<file path="src/rtl/flappy_pkg.sv">
`default_nettype none
// ============================================================================
//  Module      : flappy_pkg
//  Description : Shared game constants: controller state encodings and the
//                playfield geometry used by the collision and render blocks.
//  Revision    : 1.0  initial release
// ============================================================================
package flappy_pkg;

  // Controller state encodings, also visible on the state output
  localparam logic [1:0] ST_IDLE      = 2'd0;
  localparam logic [1:0] ST_PLAYING   = 2'd1;
  localparam logic [1:0] ST_DYING     = 2'd2;
  localparam logic [1:0] ST_GAME_OVER = 2'd3;

  // Playfield geometry shared with the collision detector and renderer
  localparam int FLOOR_Y     = 440;
  localparam int PIPE_SIZE_X = 64;

  // Larger of two integers, used to size shared counters
  function automatic int max_int(input int a, input int b);
    return (a > b) ? a : b;
  endfunction

endpackage
`default_nettype wire

</file>
<file path="src/rtl/flappy_game_controller_if.sv">
`default_nettype none
// ============================================================================
//  Module      : flappy_game_controller_if
//  Description : Event inputs and status/enable outputs of the game sequencer.
//                master = datapath side, slave = the controller.
//  Revision    : 1.0  initial release
// ============================================================================
interface flappy_game_controller_if #(
  parameter int SCORE_W = 10
);

  logic               frame_tick;
  logic               flap_btn;
  logic               collision;
  logic               pipe_passed;
  logic [1:0]         state;
  logic               run_en;
  logic               fall_en;
  logic               world_reset;
  logic               flap_pulse;
  logic [SCORE_W-1:0] score;
  logic [SCORE_W-1:0] high_score;
  logic               game_over;

  modport master (
    output frame_tick, flap_btn, collision, pipe_passed,
    input  state, run_en, fall_en, world_reset, flap_pulse,
           score, high_score, game_over
  );

  modport slave (
    input  frame_tick, flap_btn, collision, pipe_passed,
    output state, run_en, fall_en, world_reset, flap_pulse,
           score, high_score, game_over
  );

endinterface
`default_nettype wire

</file>
<file path="src/rtl/frame_counter.sv">
`default_nettype none
// ============================================================================
//  Module      : frame_counter
//  Description : Tick-enabled counter with synchronous clear, terminal-count
//                compare against a run-time limit and optional saturation.
//  Revision    : 1.0  initial release
// ============================================================================
module frame_counter #(
  parameter int WIDTH = 6
) (
  input  logic             clk,
  input  logic             reset,
  input  logic             clear,
  input  logic             tick,
  input  logic             saturate,
  input  logic [WIDTH-1:0] limit,
  output logic             at_limit
);

  logic [WIDTH-1:0] count;

  // Clear wins over a coincident tick so the entry tick is never counted
  always_ff @(posedge clk or posedge reset) begin
    if (reset) begin
      count <= '0;
    end else if (clear) begin
      count <= '0;
    end else if (tick && !(saturate && at_limit)) begin
      count <= count + WIDTH'(1);
    end
  end

  assign at_limit = (count == limit);

endmodule
`default_nettype wire

</file>
<file path="src/rtl/flappy_game_controller.sv">
`default_nettype none
// ============================================================================
//  Module      : flappy_game_controller
//  Description : Game sequencer IDLE -> PLAYING -> DYING -> GAME_OVER -> IDLE.
//                Gates bird/pipe advance, produces the flap impulse and keeps
//                the score and high score.
//  Revision    : 1.0  initial release
// ============================================================================
module flappy_game_controller
  import flappy_pkg::*;
#(
  parameter int DEATH_FRAMES = 60,
  parameter int OVER_HOLDOFF = 30,
  parameter int SCORE_W      = 10,
  parameter int MAX_SCORE    = 999
) (
  input  logic                     clk,
  input  logic                     reset,
  flappy_game_controller_if.slave  bus
);

  localparam int CNT_W = $clog2(max_int(DEATH_FRAMES, OVER_HOLDOFF) + 1);
  localparam logic [CNT_W-1:0]   DYING_LAST = CNT_W'(DEATH_FRAMES - 1);
  localparam logic [CNT_W-1:0]   HOLD_LAST  = CNT_W'(OVER_HOLDOFF);
  localparam logic [SCORE_W-1:0] SCORE_CAP  = SCORE_W'(MAX_SCORE);

  logic [1:0]         cur_state;
  logic [1:0]         next_state;
  logic               flap_q;
  logic               flap_edge;
  logic               flap_pulse;
  logic               cnt_clear;
  logic               cnt_tick;
  logic               cnt_sat;
  logic [CNT_W-1:0]   cnt_limit;
  logic               cnt_at_limit;
  logic [SCORE_W-1:0] score_reg;
  logic [SCORE_W-1:0] high_reg;

  assign flap_edge = bus.flap_btn & ~flap_q;

  // One counter serves both timed states; its limit follows the state
  assign cnt_tick  = bus.frame_tick & ((cur_state == ST_DYING) | (cur_state == ST_GAME_OVER));
  assign cnt_sat   = (cur_state == ST_GAME_OVER);
  assign cnt_limit = (cur_state == ST_DYING) ? DYING_LAST : HOLD_LAST;

  frame_counter #(
    .WIDTH (CNT_W)
  ) u_frame_counter (
    .clk      (clk),
    .reset    (reset),
    .clear    (cnt_clear),
    .tick     (cnt_tick),
    .saturate (cnt_sat),
    .limit    (cnt_limit),
    .at_limit (cnt_at_limit)
  );

  // Next-state decode; every entry into a timed phase restarts the counter
  always_comb begin
    next_state = cur_state;
    cnt_clear  = 1'b0;
    case (cur_state)
      ST_IDLE: begin
        if (flap_edge) begin
          next_state = ST_PLAYING;
          cnt_clear  = 1'b1;
        end
      end
      ST_PLAYING: begin
        if (bus.collision && bus.frame_tick) begin
          next_state = ST_DYING;
          cnt_clear  = 1'b1;
        end
      end
      ST_DYING: begin
        if (bus.frame_tick && cnt_at_limit) begin
          next_state = ST_GAME_OVER;
          cnt_clear  = 1'b1;
        end
      end
      ST_GAME_OVER: begin
        if (flap_edge && cnt_at_limit) begin
          next_state = ST_IDLE;
        end
      end
      default: next_state = ST_IDLE;
    endcase
  end

  // State register
  always_ff @(posedge clk or posedge reset) begin
    if (reset) begin
      cur_state <= ST_IDLE;
    end else begin
      cur_state <= next_state;
    end
  end

  // Button edge detect and registered flap impulse while the bird can fly
  always_ff @(posedge clk or posedge reset) begin
    if (reset) begin
      flap_q     <= 1'b0;
      flap_pulse <= 1'b0;
    end else begin
      flap_q     <= bus.flap_btn;
      flap_pulse <= flap_edge & ((cur_state == ST_IDLE) | (cur_state == ST_PLAYING));
    end
  end

  // Score saturates at the cap; high score latches when the death fall ends
  always_ff @(posedge clk or posedge reset) begin
    if (reset) begin
      score_reg <= '0;
      high_reg  <= '0;
    end else begin
      if (cur_state == ST_IDLE && flap_edge) begin
        score_reg <= '0;
      end else if (cur_state == ST_PLAYING && bus.pipe_passed && score_reg != SCORE_CAP) begin
        score_reg <= score_reg + SCORE_W'(1);
      end
      if (cur_state == ST_DYING && bus.frame_tick && cnt_at_limit && score_reg > high_reg) begin
        high_reg <= score_reg;
      end
    end
  end

  assign bus.state       = cur_state;
  assign bus.run_en      = (cur_state == ST_PLAYING);
  assign bus.fall_en     = (cur_state == ST_DYING);
  assign bus.world_reset = (cur_state == ST_IDLE);
  assign bus.game_over   = (cur_state == ST_GAME_OVER);
  assign bus.flap_pulse  = flap_pulse;
  assign bus.score       = score_reg;
  assign bus.high_score  = high_reg;

endmodule
`default_nettype wire

</file>
<file path="src/flat_wrapper.sv">
// flat-port wrapper written by rule: the top's interface ports become plain ports
module flappy_game_controller_flat import flappy_pkg::*;
#(
  parameter int DEATH_FRAMES = 60,
  parameter int OVER_HOLDOFF = 30,
  parameter int SCORE_W      = 10,
  parameter int MAX_SCORE    = 999
)
  (clk, reset, bus_frame_tick, bus_flap_btn, bus_collision, bus_pipe_passed, bus_state, bus_run_en, bus_fall_en, bus_world_reset, bus_flap_pulse, bus_score, bus_high_score, bus_game_over);
  flappy_game_controller_if #(.SCORE_W(SCORE_W)) bus_i ();
  input  logic clk;
  input  logic reset;
  input wire logic [$bits(bus_i.frame_tick)-1:0] bus_frame_tick;
  input wire logic [$bits(bus_i.flap_btn)-1:0] bus_flap_btn;
  input wire logic [$bits(bus_i.collision)-1:0] bus_collision;
  input wire logic [$bits(bus_i.pipe_passed)-1:0] bus_pipe_passed;
  output wire logic [$bits(bus_i.state)-1:0] bus_state;
  output wire logic [$bits(bus_i.run_en)-1:0] bus_run_en;
  output wire logic [$bits(bus_i.fall_en)-1:0] bus_fall_en;
  output wire logic [$bits(bus_i.world_reset)-1:0] bus_world_reset;
  output wire logic [$bits(bus_i.flap_pulse)-1:0] bus_flap_pulse;
  output wire logic [$bits(bus_i.score)-1:0] bus_score;
  output wire logic [$bits(bus_i.high_score)-1:0] bus_high_score;
  output wire logic [$bits(bus_i.game_over)-1:0] bus_game_over;
  assign bus_i.frame_tick = bus_frame_tick;
  assign bus_i.flap_btn = bus_flap_btn;
  assign bus_i.collision = bus_collision;
  assign bus_i.pipe_passed = bus_pipe_passed;
  assign bus_state = bus_i.state;
  assign bus_run_en = bus_i.run_en;
  assign bus_fall_en = bus_i.fall_en;
  assign bus_world_reset = bus_i.world_reset;
  assign bus_flap_pulse = bus_i.flap_pulse;
  assign bus_score = bus_i.score;
  assign bus_high_score = bus_i.high_score;
  assign bus_game_over = bus_i.game_over;
  flappy_game_controller #(.DEATH_FRAMES(DEATH_FRAMES), .OVER_HOLDOFF(OVER_HOLDOFF), .SCORE_W(SCORE_W), .MAX_SCORE(MAX_SCORE)) u_core (.clk(clk), .reset(reset), .bus(bus_i));
endmodule
</file>
<file path="config.mk">
export PLATFORM = sky130hd
export DESIGN_NAME = flappy_game_controller_flat
export DESIGN_NICKNAME = d
export VERILOG_FILES = /design/src/rtl/flappy_pkg.sv /design/src/rtl/flappy_game_controller_if.sv /design/src/rtl/frame_counter.sv /design/src/rtl/flappy_game_controller.sv /design/src/flat_wrapper.sv
export SDC_FILE = /design/constraint.sdc
export NUM_CORES = 1
export LEC_CHECK = 0
export BUFFER_PORTS_ARGS = -buffer_cell sky130_fd_sc_hd__clkbuf_2
export CAP_MARGIN = 20
export CORE_AREA = 3 3 72 74
export DETAILED_ROUTE_END_ITERATION = 8
export DIE_AREA = 0 0 75 77
export GPL_TIMING_DRIVEN = 0
export PLACE_DENSITY = 0.77
export SLEW_MARGIN = 5
export SYNTH_ARGS = -nofsm -noshare
export SYNTH_HDL_FRONTEND = slang
export SYNTH_HIERARCHICAL = 1
export SYNTH_SLANG_ARGS = --single-unit
export TNS_END_PERCENT = 10
</file>
<file path="constraint.sdc">
create_clock -name clk -period 2.3 [get_ports clk]
set_clock_uncertainty 0.15 [all_clocks]
set_input_delay 0.575 -clock clk [delete_from_list [all_inputs] [get_ports clk]]
set_output_delay 0.575 -clock clk [all_outputs]
set_load 0.02 [all_outputs]
</file>
==> key figures <==
Synth
  • Post-synthesis sequential area ratio: between 30 and 40%
  • Synth unique cells: 43
  • Cells after Synth: around 220
  • Syn Area/Cell: 9.02 µm²
  • Dominant cells by area after synthesis: dfrtp_1 37%, ha_1 9.9%, nand2_1 5.4%, o2111ai_1 4.3%, xnor2_1 4.3%
  • Synthesis-stage register bit count: 30
  • Mapped Area: just over 2000 µm²
  • Synth Warn #: 6
  • Largest area contributor in the netlist: dfrtp_1
  • Post-synth top area share: a little under two fifths

CTS
  • Max H-tree Level: 2
  • TritonCTS buffer count: 5
  • CTS Sinks: 30
  • CTS tree: done
  • Clock Path Buffers: 2
  • CTS clk-pin slew, worst paths: 60 ps
  • CTS root buffer: clkbuf_8
  • Clock Latency Late Sink: approximately 280 ps
  • Cts hold-fix bufs: 0

Detailed routing
  • Avg WL per Cell: 15.0 µm
  • DRC: 0
  • 1st-iter DRT viols: slightly above 90
  • Final wirelength: around 4900 µm
  • Routed vias: 1815
  • Drt first pass iters: 4
  • Vias per cell: between 5 and 6
  • Post-route ant nets: 0

Worst setup path
  • Buffers & Inverters on Critical Path: 2
  • Startpoint types: register
  • Worst path arrival time: 2260 ps
  • Crit end category: register
  • Worst r2r src: u_core/bus.state[0]
  • CP peak stage delay: ~440 ps
  • Crit path kind: register to register
  • CP startpoint: u_core/bus.state[0]
  • CP top delay family: flip-flops
  • Slowest library cell on the worst path: dfrtp_2
  • Worst EP required: around 2300 ps
  • Worst-path cell chain: inv_4 -> ha_4 -> inv_2 -> xnor2_2 -> nand4_2 -> nor2_4 -> o22ai_1 -> a211oi_2 -> mux2_2
  • Maximum fanout along the worst path: 6

Timing
  • Final Setup Violations: 0
  • Final Hold Fails: 0
  • Final min period: ~2300 ps
  • Fmax: about 440 MHz
  • Setup TNS: 0 ps
  • Worst rel slew slack: between 30% and 40%
  • Period utilisation layout: approximately 98%
  • Measured slew at the worst slew-check pin: around 900 ps
  • Max-slew violations: 0

GRT
  • Largest net degree at the start of global routing: 25
  • Initial antenna violation count: 0
  • First-pass GRT wire length: ~7900 µm
  • Global Route Usage Sum: around 17%
  • Vias in the first global route: 1711
  • Grt ovf: 0

Placement
  • Dpl cell area: 2300 µm²
  • Post-DP HPWL: roughly 3300 µm
  • Placed Cells: roughly 310
  • RePlAce Congestion: approximately 0.83
  • I/O Buffers: 32

Layout
  • Ant. Diodes: 0
  • Commonest cells after routing, fill and taps aside: 34 x clkbuf_2, 29 x nand2_1, 28 x dfrtp_1
  • Design area: 2510 µm²
  • Most common cell after layout, fill and taps aside: clkbuf_2
  • Share of cells above drive strength 1: roughly a quarter
  • Fill cells: 416
  • Final #Nets: 296
  • Util after Layout: a little over half
  • Area grow syn2layout: 24.3%
  • Final Instance Count excl. Fillers: approximately 330

Floorplan
  • Die height: ~77 µm
  • Core Footprint: between 4000 and 5000 µm²
  • Die area: around 5800 µm²
  • Initial core utilization: between 40 and 50%
  • I/O pins: 33
  • Site Rows: 25
  • Die Width: 75 µm

Power
  • P_leak: roughly 1.2 nW
  • Pwr/cell area: 839 nW/µm²
  • Max IR drop VDD: between 0.8 and 0.9 mV
  • Final Power: 2.11 mW

Hold path
  • Hold Path Class: input port to async pin

Outcome
  • Status: completed

Flow run
  • Total of max-cap violations: 0
-- cells in the mapped netlist (all sizes together) --
cell,number
dfrtp,30
nand2,29
nor2,21
inv,19
ha,16
o211ai,11
o2111ai,10
xnor2,10
a21oi,9
nand3,8
o21ai,7
clkbuf,6
or3,5
mux2i,4
nand4,4
nor2b,4
and4,3
nor3,3
o21a,3
a31oi,2
buf,2
mux2,2
xor2,2
a211o,1
a211oi,1
a41o,1
a41oi,1
and2,1
and3,1
and4bb,1
conb,1
nand2b,1
nor4,1
o2111a,1
o22ai,1
o311ai,1
or3b,1
-- layout make-up --
type	instances	area (µm²)	area share (%)
buffer	8	41.3	1.64
tap	54	67.6	2.69
sequential	30	753	30.0
clock buffer	7	86.3	3.44
multi-input combinational	170	1260	50.3
clock inverter	1	5.00	0.199
inverter	19	73.8	2.94
timing repair buffer	40	220	8.76
-- stage by stage --
| stage | hold WS (ps) | setup slack, ps |
|---|---|---|
| global placement | 343 | -160 |
| floorplan | 216 | -8.34 |
| finish | 45.4 | 46.6 |
| global route | 62.6 | -65.4 |
| CTS | 49.7 | 4.70 |
| detailed placement | 345 | -216 |
-- kinds of logic after synthesis --
group | count (synthesis) | synth area share [%]
AND/OR/NAND/NOR | 83 | 20.4
AO/OA/AOI/OAI | 49 | 18.8
flip-flops | 30 | 37.2
buffers and inverters | 27 | 5.08
adder cells (fa/ha/maj) | 16 | 9.91
XOR/XNOR | 12 | 5.20
multiplexers | 6 | 3.28
other | 1 | 0.186
-- what timing repair did --
| item | in CTS | in global routing |
|---|---|---|
| pin swaps | 2 | 5 |
| buffers inserted | 1 | 7 |
| gates resized for setup | 4 | 12 |
| endpoints found under the setup margin | 12 | 12 |
| cloned | 0 | 1 |
-- power breakdown --
part | internal (mW) | switching [mW] | total (mW)
clock network | 0.241 | 0.194 | 0.435
logic | 0.416 | 0.529 | 0.945
registers | 0.607 | 0.123 | 0.730
-- routing by layer --
layer / vias to the layer above / GRT usage, % / wire length [µm]
met1: 863 / 22.5 / 2240
met4: 0 / 3.74 / 27
li1: 903 / - / -
met3: 4 / 3.54 / 201
met5: - / 0 / 0
met2: 45 / 28.3 / 2460
-- path summary, 6_finish.rpt --
kind	endpoint	slack [ps]	depth (start not counted)
worst max-delay path	u_core/bus.state[1]	50	9
max in group asynchronous	u_core/bus.state[0]	1020	2
worst max register to register	u_core/bus.state[1]	50	9
min in group clk	u_core/flap_q	270	1
worst min-delay path	u_core/u_frame_counter/count[0]	50	2
worst min register to register	u_core/bus.flap_pulse	380	2
Note: power is estimated with default switching activity, not from simulation.
